[src/rtl/fsm_seq16_scheduler.sv]
// Dwell-time scheduler driving a 16-state sequential sequencer FSM.
// Optional single-step control is enabled by defining FSM_SEQ16_STEP_EN.
module fsm_seq16_scheduler #(
    parameter int unsigned DW = 8,
    parameter int unsigned LW = 8
) (
    input  logic          clk,
    input  logic          rst,
    input  logic          cfg_we_i,
    input  logic [3:0]    cfg_addr_i,
    input  logic [DW-1:0] cfg_data_i,
    input  logic          start_i,
    input  logic          abort_i,
    input  logic [LW-1:0] loops_i,
    input  logic [3:0]    st_i,
`ifdef FSM_SEQ16_STEP_EN
    input  logic          step_mode_i,
    input  logic          step_i,
`endif
    output logic [15:0]   t_o,
    output logic          busy_o,
    output logic          done_o,
    output logic          err_o,
    output logic [LW-1:0] loop_cnt_o
);

    localparam int unsigned NST = 16;
    localparam int unsigned IW  = 4;

    typedef enum logic [1:0] {
        IDLE  = 2'd0,
        COUNT = 2'd1,
        FIRE  = 2'd2
    } state_e;

    state_e          state_q, state_d;
    logic [IW-1:0]   idx_q, idx_d;
    logic [DW-1:0]   cnt_q, cnt_d;
    logic [LW-1:0]   loops_q, loops_d;
    logic [LW-1:0]   loop_cnt_q, loop_cnt_d;
    logic [NST-1:0]  t_q, t_d;
    logic            busy_q, busy_d;
    logic            done_q, done_d;
    logic            err_q, err_d;
    logic [DW-1:0]   dwell_q [NST];

    logic [IW-1:0]   idx_nxt;
    logic [LW-1:0]   loop_inc;
    logic            fire_ok_c;

    // Permission to leave COUNT once the dwell has expired
`ifdef FSM_SEQ16_STEP_EN
    assign fire_ok_c = !step_mode_i || step_i;
`else
    assign fire_ok_c = 1'b1;
`endif

    assign idx_nxt  = idx_q + IW'(1);
    assign loop_inc = loop_cnt_q + LW'(1);

    // Dwell table: a write and a same-edge load of that entry sees the old value
    always_ff @(posedge clk or posedge rst) begin
        if (rst) begin
            for (int k = 0; k < NST; k++) begin
                dwell_q[k] <= '0;
            end
        end else if (cfg_we_i) begin
            dwell_q[cfg_addr_i] <= cfg_data_i;
        end
    end

    // State and datapath registers
    always_ff @(posedge clk or posedge rst) begin
        if (rst) begin
            state_q    <= IDLE;
            idx_q      <= '0;
            cnt_q      <= '0;
            loops_q    <= '0;
            loop_cnt_q <= '0;
            t_q        <= '0;
            busy_q     <= 1'b0;
            done_q     <= 1'b0;
            err_q      <= 1'b0;
        end else begin
            state_q    <= state_d;
            idx_q      <= idx_d;
            cnt_q      <= cnt_d;
            loops_q    <= loops_d;
            loop_cnt_q <= loop_cnt_d;
            t_q        <= t_d;
            busy_q     <= busy_d;
            done_q     <= done_d;
            err_q      <= err_d;
        end
    end

    // Next-state and registered-output decode; abort outranks the mismatch check
    always_comb begin
        state_d    = state_q;
        idx_d      = idx_q;
        cnt_d      = cnt_q;
        loops_d    = loops_q;
        loop_cnt_d = loop_cnt_q;
        t_d        = '0;
        done_d     = 1'b0;
        err_d      = 1'b0;

        unique case (state_q)
            IDLE: begin
                if (start_i && !abort_i && (st_i == '0)) begin
                    state_d    = COUNT;
                    idx_d      = '0;
                    cnt_d      = dwell_q[0];
                    loop_cnt_d = '0;
                    loops_d    = loops_i;
                end
            end
            COUNT: begin
                if (abort_i) begin
                    state_d = IDLE;
                end else if (st_i != idx_q) begin
                    state_d = IDLE;
                    err_d   = 1'b1;
                end else if (cnt_q == '0) begin
                    if (fire_ok_c) begin
                        state_d = FIRE;
                        t_d     = NST'(1) << idx_q;
                    end
                end else begin
                    cnt_d = cnt_q - DW'(1);
                end
            end
            FIRE: begin
                if (abort_i) begin
                    state_d = IDLE;
                end else if (st_i != idx_q) begin
                    state_d = IDLE;
                    err_d   = 1'b1;
                end else begin
                    state_d = COUNT;
                    idx_d   = idx_nxt;
                    cnt_d   = dwell_q[idx_nxt];
                    if (idx_q == IW'(NST - 1)) begin
                        loop_cnt_d = loop_inc;
                        if ((loops_q != '0) && (loop_inc == loops_q)) begin
                            state_d = IDLE;
                            done_d  = 1'b1;
                        end
                    end
                end
            end
            default: begin
                state_d = IDLE;
            end
        endcase

        busy_d = (state_d != IDLE);
    end

    assign t_o        = t_q;
    assign busy_o     = busy_q;
    assign done_o     = done_q;
    assign err_o      = err_q;
    assign loop_cnt_o = loop_cnt_q;

endmodule

[config.mk]
export PLATFORM = sky130hd
export DESIGN_NAME = fsm_seq16_scheduler
export DESIGN_NICKNAME = d
export VERILOG_FILES = /design/src/rtl/fsm_seq16_scheduler.sv
export SDC_FILE = /design/constraint.sdc
export NUM_CORES = 1
export LEC_CHECK = 0
export CAP_MARGIN = 20
export CORE_ASPECT_RATIO = 1.1
export CORE_MARGIN = 2
export CORE_UTILIZATION = 25
export CTS_CLUSTER_DIAMETER = 120
export CTS_CLUSTER_SIZE = 16
export DETAILED_ROUTE_END_ITERATION = 6
export GPL_ROUTABILITY_DRIVEN = 1
export PLACE_DENSITY = 0.38
export SYNTH_ARGS = -nofsm -noshare
export SYNTH_HDL_FRONTEND = slang
export SYNTH_SLANG_ARGS = --single-unit
[constraint.sdc]
create_clock -name clk -period 8.5 [get_ports clk]
set_clock_uncertainty 0.15 [all_clocks]
set_input_delay 1.275 -clock clk [delete_from_list [all_inputs] [get_ports clk]]
set_output_delay 1.275 -clock clk [all_outputs]
set_load 0.02 [all_outputs]
[Word level (Yosys, flattened, before mapping)]
Index checks and enable logic that the tools add are counted.
Operators by class
  eq/ne operators: 12
  add/sub/neg operators: 3
  mux-type cells: 43
  bitwise gates (word level): 2
  reductions and logical operators: 17
  order comparisons: 3
  shift operators: 1
Operator list (number)
  $bwmux 128: 1
  $mux 8: 13
  $mux 16: 4
  $bmux 8 s4: 1
  $demux 8 s4: 1
  $pmux 8 s3: 1
  $pmux 8 s2: 1
  $shl 1x4->16 const A: 1
  $ne 2x2->1 const B: 7
  $mux 1: 12
  $mux 4: 3
  $ge 5x5->1 const B: 2
  $not 4->5: 2
  $add 8x1->8 const B: 1
  $eq 8x8->1: 1
  $logic_not 8->1: 1
  $mux 2: 4
  $pmux 4 s2: 1
  $reduce_bool 8->1: 1
  $sub 8x1->8 const B: 1
  $reduce_and 7->1: 1
  $pmux 2 s3: 1
  $lt 5x1->1 const B: 1
  $reduce_and 5->1: 1
  14 further kinds: 18
Storage, ports and cells
  input port bits: 29
  register bits after elaboration: 177
  logic and storage cells: 106
  output and inout port bits: 27

[Logic depth before layout (Yosys ltp)]
Gate-level depths: netlist of the first run.
  word-level depth: 9
  depth in mapped cells: 11
  gate-level depth less buffers: 8

[Least setup slack after synthesis of the first run]
OpenSTA, ideal clock, no wires.
  path type: register to register
  from: register idx_q[0]
  to: register cnt_q[6]
  required time: 8.217 ns
  stages on the path, launching flop included: 10
  library setup time: 0.133 ns
  slack: 5.379 ns
  buffers on the path: 3
  arrival time: 2.839 ns
  clock period less this slack: 3.121 ns
  cell sequence: dfrtp_1 -> buf_4 -> buf_2 -> inv_1 -> ha_1 -> clkbuf_1 -> mux4_2 -> mux4_2 -> a21oi_1 -> o31ai_1
On the way
  longest elaborated chain between the ends: 8
  elaborated cells between the ends (all ways): 12
  classes of those cells: add/sub: 1; eq/ne: 3; mux: 6; bitwise: 1; reduce/logical: 1
RTL lines
  start, declared: line 37  | logic [IW-1:0] idx_q, idx_d;
  start signal, assigned: line 86  | idx_q <= idx_d;
  $add 4x1->4: line 58  | assign idx_nxt = idx_q + IW'(1);
  $not 4->5 (implied by the code): line 142  | cnt_d = dwell_q[idx_nxt];
  $bmux 8 s4: line 142
  $mux 8 (implied by the code) (2 in a row): line 142
  $mux 8: line 136  | end else if (st_i != idx_q) begin
  $mux 8: line 134  | if (abort_i) begin
  $pmux 8 s3: line 108  | unique case (state_q)
  end signal, assigned: line 87  | cnt_q <= cnt_d;
  end, declared: line 38  | logic [DW-1:0] cnt_q, cnt_d;
Several ways; a longest one is shown, not always the timed one. The select of a mux whose other input is x is not followed.
A chain may end at the register's enable or synchronous reset.

[Worst setup path after layout of the first run]
  from: register idx_q[0]
  to: register cnt_q[3]
The elaborated chain is that of the path after synthesis.

==> flow_summary.ini, run 1 <==
[status]
status = finished clean

[synthesis]
ys_dominant_reg_cell = dfrtp_1
seq_area_frac_synth = 0.520
synth_seq_cells = 177
synth_edf_count = 0
ys_types = 55
synth_top_area_cell = dfrtp_1
netlist_area_sq_um = 8520
syn_area_per_cell_sq_um = 13.5
synth.yosys.warnings = 0
synth_top_area_share = 0.520
async_flop_share = 1.00
synthCells = 629
synthTopCellsByArea = dfrtp_1, mux2_2, mux4_2
synth_nets = 670

[timing]
tightest_slew_ns = 1.10
drv_slew = 0
final-hold-violation-count = 0
grt_setup_unrepaired = false
fmax_mhz = 285
slew_headroom = 0.261
period_minus_slack_ns = 3.51
finalSetupViolations = 0
period_share = 0.413
fin_tns_setup_ns = 0

[global_route]
grt_pass1_vias = 5660
grt_antenna_before_repair = 0
grt-ovfl-total = 0
grt_pass1_wl_mm = 33.8
grtUsageTotal = 0.125
grt_max_degree = 104

[power]
p_leak_nw = 4.25
p_per_area_nw_per_um2 = 230
peakVddDrop_v = 0.000141

[routing]
drt-wirelength-per-cell_microns = 19.1
drc_errors = 0
ant_nets = 0
drt_first_pass_iters = 4
wl_mm = 21.4
vias_per_cell = 4.72
drt-initial-drc-count = 279
via_count = 5300

[floorplanning]
fp.dieW_microns = 180
rows = 70
design.portCount = 56
die_h_microns = 198
initial_utilization = 0.255
die_area_sq_um = 35600
fp.coreArea_sq_um = 33500

[clocking]
numCtsBuffers = 17
cts_htree_levels = 4
insertion_delay_ns = 0.44
cts_resized = 0
postCtsHoldBufs = 0
cts_root_buf = clkbuf_16
cts_tree = done
cts.clk_slew.worst_paths_ns = 0.07
cts_sinks = 177
clk_path_buf_depth = 2
post-cts-setup-buffer-count = 0

[setup_path]
start_kind = register
path_max_fanout = 17
required_ns = 8.64
cp-end-kind = register
critPathArrivalTime_ns = 3.65
crit_type = register to register

[layout]
num_antenna_cells = 0
design_area_sq_um = 10100
layout.nets = 720
post-route-util = 0.302
area_delta_synth_final_pct = 18.8
drive_gt1_frac = 0.325

[placed_design]
hpwlAfterDp_mm = 14.5
gp_congestion = 0.757
dpl_cell_area_sq_um = 9540
port_buffers = 55

[flow_run]
max-cap-violations = 0

[worst_hold_path]
hp-class = register to register
[final cells by class]
class                   instances  area (sq um)
clock buffers                  17           425
clock inverters                15           145
fillers                      3374         23300
inverters                      13          53.8
multi-input cells             407          3900
flip-flops and latches        177          4430
well taps                     432           541
repair buffers                 63           622
[critical path: stages, from the launching register on]
cell     delay (ns)
dfrtp_2        0.74
buf_4          0.43
nand3_1        0.25
xnor2_4        0.85
mux2i_1        0.44
nor2_1         0.10
o32ai_1        0.29
o21ai_1        0.09
[state kept, by name (all words and copies together) (netlist names)]
name	count
loop_cnt_o	8
idx_q	4
err_o	1
done_o	1
busy_o	1
t_o	16
cnt_q	8
state_q	2
dwell_q	128
loops_q	8
[power breakdown]
part	internal (mW)	leakage, nW	switching (mW)
Clock	0.390	0.276	0.376
Sequential	1.01	2.23	0.106
Combinational	0.253	1.75	0.195
[routing by layer]
metal / global-route usage / up-vias / part of all wire
li1: - / 2425 / -
met1: 0.164 / 2774 / 0.47
met2: 0.207 / 84 / 0.48
met3: 0.0278 / 17 / 0.031
met4: 0.0355 / 0 / 0.014
met5: 0 / - / 0
[worst paths after layout]
| check | startpoint | endpoint | slack, ns | cells past startpoint |
|---|---|---|---|---|
| setup / recovery | idx_q[0] | cnt_q[3] | 4.99 | 7 |
| hold / removal | dwell_q[26] | dwell_q[26] | 0.35 | 1 |
| setup reg to reg | idx_q[0] | cnt_q[3] | 4.99 | 7 |
| hold reg to reg | dwell_q[26] | dwell_q[26] | 0.35 | 1 |
| max in group asynchronous | rst | dwell_q[52] | 5.47 | 3 |
| min in group asynchronous | rst | dwell_q[86] | 1.23 | 2 |
[Yosys cell counts (all sizes together) (6+ instances only)]
master,number
inv,13
a21oi,7
mux2i,17
nand2,24
clkbuf,22
mux2,136
nor2b,9
nand3b,6
o22ai,14
mux4,33
xor2,6
buf,10
xnor2,9
nor2,26
o21ai,21
and3,14
dfrtp,177
a31oi,8
ha,12
nand3,7
[placed cells by master (no fill, tap or decap), types with 7 or more instances in the layout]
master and instances:
clkdlybuf4s50_1 55, nor2_1 26, nand2_1 24, dfrtp_1 176, ha_1 12, xnor2_1 8
mux4_2 33, a31oi_1 8, mux2_2 136, nor2b_1 9, clkbuf_16 17, inv_1 12
and3_1 14, o21ai_0 13, nand3_1 7, o22ai_1 14, mux2i_1 17
[logic make-up (layout without fill, tap and decap cells)]
kind of cell    count (synthesis)  in the layout  share of synthesized area
simple gates                  126            126                     0.0827
fa+ha+maj                      12             12                     0.0176
flops                         177            177                      0.520
compound gates                 68             68                     0.0532
buf+inv                        45            108                     0.0235
xor+xnor                       15             15                     0.0163
mux                           186            186                      0.287
[through the flow]
| stage | hold slack [ns] | setup slack [ns] | instances | total power [mW] |
|---|---|---|---|---|
| final | 0.354 | 4.99 | 1124 | 2.33 |
| after global routing | 0.361 | 4.69 | 1124 | 2.47 |
| after CTS | 0.355 | 4.91 | 1123 | 2.37 |
| after detailed placement | 0.337 | 4.60 | 1091 | 1.59 |
| after global placement | 0.331 | 4.60 | 1088 | 1.57 |
| after floorplan | 0.324 | 2.27 | 629 | 1.46 |
Note: power is estimated with default switching activity, not from simulation.
==> run 2: changes to the inputs <==
==> constraint.sdc (replaced) <==
create_clock -name clk -period 3.55 [get_ports clk]
set_clock_uncertainty 0.15 [all_clocks]
set_input_delay 0.5325 -clock clk [delete_from_list [all_inputs] [get_ports clk]]
set_output_delay 0.5325 -clock clk [all_outputs]
set_load 0.02 [all_outputs]
==> run 2 against run 1 <==
Sequential share of layout area fell by 0.79 points. Largest cell class unchanged. Clock-buffer cell count grew 2. Combinational power grew 140%. Utilization is 0.55 points higher. Cell count increased by 1.7%.
==> flow_summary.ini, run 2 (same netlist as run 1, synthesis figures left out) <==
[setup_path]
start_kind = register
required_ns = 3.69
critPathMaxStageDelay_ns = 0.55
cp-end-kind = register
cp_cell_sequence = ha_1, ha_1, buf_12, mux4_2, mux4_2, a21oi_1, o31ai_1
r2r_slack_ns = 0.65
rr_endpoint = cnt_q[6]
crit_family = multiplexers
crit_buf_inv = 1
r2r-start = idx_q[1]
r2r_cells = 7
path_max_fanout = 33
crit_type = register to register
slowest_stage = mux4_2
critPathArrivalTime_ns = 3.04

[clocking]
post-cts-setup-buffer-count = 0
cts.clk_slew.worst_paths_ns = 0.07
cts_root_buf = clkbuf_16
numCtsBuffers = 17
cts_sinks = 177
insertion_delay_ns = 0.44
cts_tree = done
clk_path_buf_depth = 2
postCtsHoldBufs = 0
cts_htree_levels = 4
cts_resized = 0

[floorplanning]
design.portCount = 56
die_h_microns = 198
initial_utilization = 0.255
die_area_sq_um = 35600
rows = 70
fp.dieW_microns = 180
fp.coreArea_sq_um = 33500

[timing]
finalSetupViolations = 0
holdWs_ns = 0.349
period_minus_slack_ns = 2.90
tightest_slew_ns = 0.850
period_share = 0.816
fmax_mhz = 345
final-hold-violation-count = 0
fin_tns_setup_ns = 0
slew_headroom = 0.433
drv_slew = 0
grt_setup_unrepaired = false

[routing]
wl_mm = 21.7
via_count = 5327
drt_first_pass_iters = 6
ant_nets = 0
drt-wirelength-per-cell_microns = 19.0
vias_per_cell = 4.66
drt-initial-drc-count = 220
drc_errors = 0

[power]
peakVddDrop_v = 0.000361
pwr-share-clk = 0.335
pwr-share-comb = 0.191
swShare = 0.282
p_leak_nw = 4.38
pwr-share-seq = 0.474
power_switching_mw = 1.59
p_per_area_nw_per_um2 = 548
internal-power_mw = 4.06

[layout]
layout.nets = 739
final_cell_mix = dfrtp_1, mux2_2, clkdlybuf4s50_1, mux4_2, nor2_1
post-route-util = 0.308
largest_register = dwell_q
area_delta_synth_final_pct = 20.9
drive_gt1_frac = 0.342
layout_commonest_cell = dfrtp_1
largest_register_ffs = 128
num_antenna_cells = 0

[placed_design]
port_buffers = 55
gp_congestion = 0.770
hpwlAfterDp_mm = 15.0

[worst_hold_path]
hp-class = input pin to asynchronous set/reset pin

[global_route]
grt_pass1_vias = 5875
grtUsageTotal = 0.130
grt-ovfl-total = 0
grt_pass1_wl_mm = 35.3
grt_antenna_before_repair = 0
grt_max_degree = 61

[flow_run]
max-cap-violations = 0

[status]
status = finished clean
-- run 2: cell count changes in the layout (fill, tap and decap cells not counted), moves of 2 or more --
| cell | change |
|---|---|
| inv_6 | +3 |
| inv_8 | -3 |
| buf_6 | -3 |
| buf_12 | +4 |
| clkinv_4 | -2 |
| buf_4 | +18 |
-- run 2: metrics by stage --
stage / instance area [sq um] / setup slack, ns / cells / power (mW)
floorplan: 8520 / 0.429 / 629 / 3.49
global placement: 9720 / 0.542 / 1111 / 3.76
detailed placement: 9720 / 0.538 / 1111 / 3.81
CTS: 10300 / 0.601 / 1143 / 5.74
global route: 10300 / 0.436 / 1143 / 6.00
finish: 10300 / 0.654 / 1143 / 5.65
-- run 2: worst max path at each step --
stage / to / start / cells after the start / slack, ns
after floorplan: cnt_q[6] / idx_q[0] / 9 / 0.43
after global placement: cnt_q[6] / abort_i / 7 / 0.54
after detailed placement: cnt_q[6] / abort_i / 7 / 0.54
after CTS: cnt_q[6] / idx_q[1] / 7 / 0.60
after global routing: loop_cnt_o[1] / idx_q[0] / 7 / 0.44
final: cnt_q[6] / idx_q[1] / 7 / 0.65
-- run 2: area by class of cell --
cell class / count / area, sq um
fill: 3379 / 23200
sequential: 177 / 4430
multi-input combinational: 407 / 3890
timing repair buffer: 82 / 803
tap: 432 / 541
clock buffer: 19 / 443
clock inverter: 13 / 144
inverter: 13 / 52.6
-- run 2: worst register-to-register path: stages (launching register included) --
cell     delay [ns]
dfrtp_1        0.46
ha_1           0.26
ha_1           0.33
buf_12         0.28
mux4_2         0.56
mux4_2         0.48
a21oi_1        0.17
o31ai_1        0.08
-- run 2: power by group through the flow --
stage	combinational, mW	sequential (mW)	clock (mW)
after global placement	1.07	2.69	0
after global routing	1.20	2.73	2.06
final	1.08	2.67	1.89
after detailed placement	1.09	2.72	0
after CTS	1.10	2.68	1.97
after floorplan	0.851	2.64	0
-- run 2: metal layers --
metal  share of wire  track usage
met5               0            0
met2            0.47        0.208
met1            0.49        0.180
met4           0.010       0.0346
met3           0.028       0.0256
==> run 3: changes to the inputs <==
==> constraint.sdc (replaced) <==
create_clock -name clk -period 2.8 [get_ports clk]
set_clock_uncertainty 0.15 [all_clocks]
set_input_delay 0.42 -clock clk [delete_from_list [all_inputs] [get_ports clk]]
set_output_delay 0.42 -clock clk [all_outputs]
set_load 0.02 [all_outputs]
==> run 3 against run 2 <==
Worst hold slack worse by 0.0099 ns. Critical path depth is the same. Sequential power increased by 27%. Cell area rose by 2.9%. Sequential share of layout area decreased by 1.2 points. Largest cell class unchanged.
==> flow_summary.ini, run 3 (same netlist as run 1, synthesis figures left out) <==
[power]
p_per_area_nw_per_um2 = 683
p_leak_nw = 4.53
design_power_total_mw = 7.24
peakVddDrop_v = 0.000443

[timing]
final-hold-violation-count = 0
fmax_mhz = 376
drv_slew = 0
slew_headroom = 0.433
fin_tns_setup_ns = 0
period_share = 0.949
grt_setup_unrepaired = false
setup_ws_ns = 0.142
tightest_slew_ns = 0.849
period_minus_slack_ns = 2.66
finalSetupViolations = 0

[clocking]
cts.clk_slew.worst_paths_ns = 0.07
numCtsBuffers = 17
cts_root_buf = clkbuf_16
cts_sinks = 177
postCtsHoldBufs = 0
cts_tree = done
insertion_delay_ns = 0.44
cts_htree_levels = 4
clk_path_buf_depth = 2

[floorplanning]
fp.dieW_microns = 180
die_area_sq_um = 35600
design.portCount = 56
rows = 70
initial_utilization = 0.255
die_h_microns = 198
fp.coreArea_sq_um = 33500

[worst_hold_path]
hp-class = input pin to asynchronous set/reset pin

[global_route]
grt_max_degree = 39
grt_antenna_before_repair = 0
grt_pass1_wl_mm = 35.4
grt-ovfl-total = 0
grtUsageTotal = 0.131
grt_pass1_vias = 5802

[placed_design]
gp_congestion = 0.747
port_buffers = 55
hpwlAfterDp_mm = 15.3
dp_slack_ns = 0.0780
dp_cells = 1132

[routing]
wl_mm = 22.3
topRoutingLayerUsed = met4
vias_per_cell = 4.68
drt-initial-drc-count = 277
route.met2.wl_mm = 10.4
drt-wirelength-per-cell_microns = 19.0
routed-wl-met3_microns = 768
drt_first_pass_iters = 4
wl_met1_mm = 10.9
via_count = 5482
ant_nets = 0
drc_errors = 0

[setup_path]
crit_family = multiplexers
required_ns = 2.96
start_kind = register
cp-end-kind = register
slowest_stage = mux4_2
crit_type = register to register
cp_cell_sequence = ha_1, ha_1, buf_12, mux4_2, mux4_2, a21oi_1, o31ai_1
critPathArrivalTime_ns = 2.82
critPathMaxStageDelay_ns = 0.52
path_max_fanout = 15
crit_buf_inv = 1

[layout]
drive_gt1_frac = 0.372
layout_commonest_cell = dfrtp_1
num_antenna_cells = 0
largest_register = dwell_q
area_delta_synth_final_pct = 24.4
final_cell_mix = dfrtp_1, mux2_2, clkdlybuf4s50_1, buf_4, mux4_2
instances_no_fill = 1172
largest_register_ffs = 128
layout.nets = 768

[flow_run]
max-cap-violations = 0

[status]
status = finished clean
-- run 3: cell types whose count changed in the layout (fill, tap and decap cells not counted), moves of 2 or more --
cell and delta:
buf_12 +5, inv_8 +4, inv_6 -4, clkinv_8 +2, buf_4 +23
-- run 3: repair_timing --
item,in CTS,in global routing
setup buffers,0,8
resized for setup,0,3
setup endpoints to repair,0,30
-- run 3: cell type report --
cell class	instances	area (sq um)
tap	432	541
timing repair buffer	111	1090
fill	3348	22900
multi-input combinational	407	3900
inverter	13	52.6
sequential	177	4430
clock inverter	15	168
clock buffer	17	425
-- run 3: layer usage --
layer	global-route usage	vias to the layer above
met1	0.184	2853
met3	0.0262	14
met5	0	-
met4	0.0343	0
met2	0.205	89
li1	-	2526
-- run 3: per-stage QoR --
stage | util | area [sq um] | hold slack, ns
CTS | 0.315 | 10500 | 0.357
finish | 0.317 | 10600 | 0.339
floorplan | - | 8530 | 0.324
detailed placement | 0.297 | 9940 | 0.341
global route | 0.317 | 10600 | 0.362
global placement | 0.297 | 9940 | 0.332
-- run 3: final timing paths --
path	start	to	slack, ns	cells past startpoint
setup / recovery	idx_q[0]	cnt_q[6]	0.14	7
hold / removal	rst	idx_q[2]	0.34	2
setup reg to reg	idx_q[0]	cnt_q[6]	0.14	7
hold reg to reg	dwell_q[55]	dwell_q[55]	0.35	1
max in group asynchronous	rst	dwell_q[72]	1.48	3
min in group clk	dwell_q[55]	dwell_q[55]	0.35	1
-- run 3: worst register-to-register path: cells and delay by family, from the launching register on --
kind                       cells  cell delay, ns
muxes                          2            1.00
DFF                            1            0.42
adders and majority gates      2            0.55
buffers and inverters          1            0.17
AOI/OAI and AO/OA              2            0.25
-- run 3: report_power, final --
part	switching [mW]	internal, mW
combinational	0.607	0.834
sequential	0.323	3.07
clock	1.20	1.20
total	2.13	5.11
